[src/rtl/qconv_khw_states.sv]
//==============================================================================
// Module      : qconv_khw_states
// Description : Kernel-loop sequencer for the quantized convolution engine.
//               A start pulse walks every (kh, kw, ic_high) position, with
//               ic_high innermost and kh outermost. Each iteration triggers
//               the weight loader and the indata reader together, waits for
//               both, triggers the MAC array, waits for it, and then advances
//               the counters. finish pulses in the last JUDGE cycle.
// Revision    : 1.0 - initial release
//------------------------------------------------------------------------------
// Ports
//   clk            in   clock
//   rst_n          in   synchronous active-low reset
//   start          in   run request, only honoured in IDLE
//   finish         out  one-cycle pulse when the final iteration completes
//   busy           out  high whenever the sequencer is not IDLE
//   kh/kw/ic_high  out  current loop position, stable for a whole iteration
//   start_load     out  one-cycle trigger to weight loader and indata reader
//   finish_weights in   done pulse from weight loader
//   finish_indata  in   done pulse from indata reader
//   start_mac      out  one-cycle trigger to MAC array
//   acc_clear      out  qualifies start_mac on the first iteration
//   acc_last       out  qualifies start_mac on the last iteration
//   finish_mac     in   done pulse from MAC array
//==============================================================================
`timescale 1ns/1ps
`default_nettype none

module qconv_khw_states #(
    parameter int KhBitWidth     = 2,
    parameter int KwBitWidth     = 2,
    parameter int IcHighBitWidth = 4,
    parameter int KhNum          = 3,
    parameter int KwNum          = 3,
    parameter int IcHighNum      = 2
) (
    input  logic                      clk,
    input  logic                      rst_n,
    input  logic                      start,
    output logic                      finish,
    output logic                      busy,
    output logic [KhBitWidth-1:0]     kh,
    output logic [KwBitWidth-1:0]     kw,
    output logic [IcHighBitWidth-1:0] ic_high,
    output logic                      start_load,
    input  logic                      finish_weights,
    input  logic                      finish_indata,
    output logic                      start_mac,
    output logic                      acc_clear,
    output logic                      acc_last,
    input  logic                      finish_mac
);

    typedef enum logic [2:0] {
        ST_IDLE      = 3'd0,
        ST_TRIG_LOAD = 3'd1,
        ST_WAIT_LOAD = 3'd2,
        ST_TRIG_MAC  = 3'd3,
        ST_WAIT_MAC  = 3'd4,
        ST_JUDGE     = 3'd5
    } state_t;

    localparam logic [KhBitWidth-1:0]     c_kh_last = KhBitWidth'(KhNum - 1);
    localparam logic [KwBitWidth-1:0]     c_kw_last = KwBitWidth'(KwNum - 1);
    localparam logic [IcHighBitWidth-1:0] c_ic_last = IcHighBitWidth'(IcHighNum - 1);

    state_t                      state_q, state_d;
    logic [KhBitWidth-1:0]       kh_q, kh_d;
    logic [KwBitWidth-1:0]       kw_q, kw_d;
    logic [IcHighBitWidth-1:0]   ic_q, ic_d;
    logic                        weights_done_q, weights_done_d;
    logic                        indata_done_q, indata_done_d;
    logic                        mac_done_q, mac_done_d;

    logic                        w_last;
    logic                        w_first;

    assign w_last  = (kh_q == c_kh_last) && (kw_q == c_kw_last) && (ic_q == c_ic_last);
    assign w_first = (kh_q == '0) && (kw_q == '0) && (ic_q == '0);

    //--------------------------------------------------------------------------
    // State and counter registers
    //--------------------------------------------------------------------------
    always_ff @(posedge clk) begin
        if (!rst_n) begin
            state_q        <= ST_IDLE;
            kh_q           <= '0;
            kw_q           <= '0;
            ic_q           <= '0;
            weights_done_q <= 1'b0;
            indata_done_q  <= 1'b0;
            mac_done_q     <= 1'b0;
        end else begin
            state_q        <= state_d;
            kh_q           <= kh_d;
            kw_q           <= kw_d;
            ic_q           <= ic_d;
            weights_done_q <= weights_done_d;
            indata_done_q  <= indata_done_d;
            mac_done_q     <= mac_done_d;
        end
    end

    //--------------------------------------------------------------------------
    // Next state, done latches and loop counters
    //--------------------------------------------------------------------------
    always_comb begin
        state_d        = state_q;
        kh_d           = kh_q;
        kw_d           = kw_q;
        ic_d           = ic_q;
        weights_done_d = weights_done_q;
        indata_done_d  = indata_done_q;
        mac_done_d     = mac_done_q;

        // Done pulses are captured in any active state. JUDGE clears the
        // latches and takes priority, so a pulse landing there is dropped.
        if (state_q == ST_JUDGE) begin
            weights_done_d = 1'b0;
            indata_done_d  = 1'b0;
            mac_done_d     = 1'b0;
        end else if (state_q != ST_IDLE) begin
            if (finish_weights) weights_done_d = 1'b1;
            if (finish_indata)  indata_done_d  = 1'b1;
            if (finish_mac)     mac_done_d     = 1'b1;
        end

        case (state_q)
            ST_IDLE: begin
                if (start) state_d = ST_TRIG_LOAD;
            end
            ST_TRIG_LOAD: begin
                state_d = ST_WAIT_LOAD;
            end
            ST_WAIT_LOAD: begin
                if (weights_done_q && indata_done_q) state_d = ST_TRIG_MAC;
            end
            ST_TRIG_MAC: begin
                state_d = ST_WAIT_MAC;
            end
            ST_WAIT_MAC: begin
                if (mac_done_q) state_d = ST_JUDGE;
            end
            ST_JUDGE: begin
                if (w_last) begin
                    // Counters return to zero so IDLE always presents (0,0,0).
                    state_d = ST_IDLE;
                    kh_d    = '0;
                    kw_d    = '0;
                    ic_d    = '0;
                end else begin
                    state_d = ST_TRIG_LOAD;
                    if (ic_q == c_ic_last) begin
                        ic_d = '0;
                        if (kw_q == c_kw_last) begin
                            kw_d = '0;
                            kh_d = kh_q + KhBitWidth'(1);
                        end else begin
                            kw_d = kw_q + KwBitWidth'(1);
                        end
                    end else begin
                        ic_d = ic_q + IcHighBitWidth'(1);
                    end
                end
            end
            default: begin
                state_d = ST_IDLE;
            end
        endcase
    end

    //--------------------------------------------------------------------------
    // Output decode: registers only, no path from any input
    //--------------------------------------------------------------------------
    assign busy       = (state_q != ST_IDLE);
    assign start_load = (state_q == ST_TRIG_LOAD);
    assign start_mac  = (state_q == ST_TRIG_MAC);
    assign acc_clear  = (state_q == ST_TRIG_MAC) && w_first;
    assign acc_last   = (state_q == ST_TRIG_MAC) && w_last;
    assign finish     = (state_q == ST_JUDGE) && w_last;
    assign kh         = kh_q;
    assign kw         = kw_q;
    assign ic_high    = ic_q;

endmodule

`default_nettype wire

[config.mk]
export PLATFORM = sky130hd
export DESIGN_NAME = qconv_khw_states
export DESIGN_NICKNAME = d
export VERILOG_FILES = /design/src/rtl/qconv_khw_states.sv
export SDC_FILE = /design/constraint.sdc
export NUM_CORES = 1
export LEC_CHECK = 0
export BUFFER_PORTS_ARGS = -buffer_cell sky130_fd_sc_hd__buf_4
export CAP_MARGIN = 20
export CELL_PAD_IN_SITES_DETAIL_PLACEMENT = 1
export CELL_PAD_IN_SITES_GLOBAL_PLACEMENT = 1
export CORE_MARGIN = 2
export CORE_UTILIZATION = 39
export DETAILED_ROUTE_END_ITERATION = 8
export PLACE_DENSITY_LB_ADDON = 0.1
export SKIP_CTS_REPAIR_TIMING = 1
export SKIP_LAST_GASP = 1
export SLEW_MARGIN = 5
export SYNTH_ARGS = -nofsm -noshare
export SYNTH_HDL_FRONTEND = slang
export SYNTH_SLANG_ARGS = --single-unit
[constraint.sdc]
create_clock -name clk -period 2.65 [get_ports clk]
set_input_delay 0.265 -clock clk [delete_from_list [all_inputs] [get_ports clk]]
set_output_delay 0.265 -clock clk [all_outputs]
set_load 0.02 [all_outputs]
==> flow_summary.toml <==
[clock_network]
htreeDepth = 1
cts_sinks = 14
cts_root_buffer = "clkbuf_4"
cts_made_buffers = 3
clockBufferDepth = 2
cts_tree = "built"
worst_skew_pair.late_latency_ns = 0.28
clk_pin_slew_ns = 0.09

[global_routing]
grt_use_total_pct = 19.7
antenna_found_initial = 0
grt_pass1_wl_mm = 3.05
overflow = 0
grt_max_degree = 16
grt_pass1_vias = 658

[placed_design]
placed_cells = 130
hpwl_mm = 1.40
io_buffers = 19
dpl_worst_slack_ns = 0.917
routabilityCongestion = 0.754

[sta]
layout_setup_ws_ns = 0.671
clock.fmax_mhz = 505
setup_viol = 0
fin_crit_sh_pct = 74.7
hold_violations = 0
rsz0062_at_grt = "false"
relSlewSlack_pct = 71.2
finalMaxSlewViolations = 0
post-route-min-period_ns = 1.98
fin_setup_tns_ns = 0
skew_ns = 0.00490
tightest_slew_ns = 0.422
hold_ws_ns = 0.206

[pwr]
pwr-share-clk_pct = 26.9
peakVddDrop_v = 0.000294
p_per_area_mw_per_mm2 = 500
power.internal_uw = 322
pwr-share-comb_pct = 20.0
pwr-share-seq_pct = 53.1
p_sw_share_pct = 30.3
power.leakage_nw = 0.403
power.switching_uw = 140

[synthesis]
synth.top_cell.area_share_pct = 37.0
synth_cells = 90
netlist_area_um2 = 758
synth_area_leaders = "dfxtp_1 37%, ha_1 8.3%, inv_1 4.5%"
ys_warn_count = 0
yosysTopAreaCell = "dfxtp_1"
syn-num-nets = 101
syn_area_per_cell_um2 = 8.42
synth_seq_cells = 14
ys_types = 27
synth_seq_area_share_pct = 37.0

[routing]
route.detailed.drc = 0
drt-total-wl_mm = 1.96
drtIter0Drc = 15
viasPerCell = 5.36
wire_per_inst_um = 14.7
antenna_left = 0
firstDrtPassIters = 4
vias = 713

[cells_and_area]
nets = 121
nFillCells = 233
diodes = 0
fin_util_pct = 51.9
drive_gt1_share_pct = 21.3
syn_to_final_growth_pct = 21.9
mostFrequentLayoutCell = "buf_4"
fin_cells = 133
final_cell_mix = "19 x buf_4, 14 x dfxtp_1, 9 x inv_1"

[floorplanning]
die_w_um = 48.1
num_rows = 15
die_h_um = 48.1
die_area_mm2 = 0.00231
core_mm2 = 0.00178
io_pins = 20
start_util_pct = 42.5

[job]
cap_violations = 0

[worst_setup_path]
crit_path_start_kind = "flip-flop"
crit_required_ns = 2.38
crit_arrival_ns = 1.71
setup.worst_path.end_class = "output port"
path_max_fanout = 8
r2r-start = "ic_high[1]"
crit_start = "state_q[0]"
critPathKind = "reg -> out"

[min_path]
hp-class = "in -> reg"
min_from = "finish_weights"

[status]
status = "completed"
==> layout make-up <==
class                   instances  area (um2)  area share [%]
clock buffers                   3        22.5            2.44
inverters                       9        33.8            3.65
multi-input cells              63         414            44.8
flip-flops and latches         14         280            30.3
well taps                      25        31.3            3.38
repair buffers                 19         143            15.4
==> kinds of logic after synthesis <==
group / Yosys count / synth area share, %
AO/OA/AOI/OAI: 16 / 13.4
XOR/XNOR: 1 / 1.16
adder cells (fa/ha/maj): 5 / 8.25
buffers and inverters: 13 / 8.42
flip-flops: 14 / 37.0
multiplexers: 2 / 2.64
AND/OR/NAND/NOR: 39 / 29.2
==> cells in the mapped netlist <==
cell	instances
a2111oi_0	1
a21boi_0	4
a21boi_1	1
a21oi_1	3
and3_1	2
and3b_1	1
buf_4	4
dfxtp_1	14
ha_1	5
inv_1	9
mux2i_1	2
nand2_1	5
nand3_1	6
nand3b_1	1
nand4_1	4
nor2_1	7
nor2b_1	1
nor3_1	1
nor3b_1	1
nor4_1	3
o21a_1	2
o21ai_0	5
or3_1	3
or3b_4	1
or4_1	2
or4b_1	1
xnor2_1	1
==> per-layer routing <==
metal | share of wire, % | vias up | global-route usage [%]
met5 | 0 | - | 0
met4 | 1.5 | 0 | 8.11
met3 | 3.5 | 5 | 4.44
met2 | 48 | 15 | 33.9
met1 | 47 | 339 | 23.6
li1 | - | 354 | -
==> through the flow <==
step,power (mW),cell area [um2]
final,0.462,925
after global routing,0.485,925
after CTS,0.464,925
after detailed placement,0.341,902
after global placement,0.340,902
after floorplan,0.311,758
==> state kept, by name, indices dropped and copies added (netlist names) <==
name,count
ic_high,4
kh,2
mac_done_q,1
state_q,3
kw,2
indata_done_q,1
weights_done_q,1
==> critical path, stage by stage, from the launching register on <==
cell	delay (ns)
dfxtp_1	0.47
inv_1	0.12
or3_1	0.42
nor4_1	0.24
buf_4	0.19
==> power by group through the flow <==
| stage | clock (mW) | combinational, mW | sequential (mW) |
|---|---|---|---|
| after floorplan | 0 | 0.0721 | 0.239 |
| after global placement | 0 | 0.0909 | 0.249 |
| after detailed placement | 0 | 0.0915 | 0.250 |
| after CTS | 0.126 | 0.0930 | 0.245 |
| after global routing | 0.134 | 0.104 | 0.248 |
| final | 0.124 | 0.0924 | 0.245 |
==> final timing paths <==
check / endpoint / slack [ns] / cells past startpoint
setup / recovery: acc_clear / 0.67 / 4
hold / removal: weights_done_q / 0.21 / 3
setup reg to reg: kw[1] / 0.88 / 5
hold reg to reg: indata_done_q / 0.48 / 2
(Power assumes the default switching activity.)
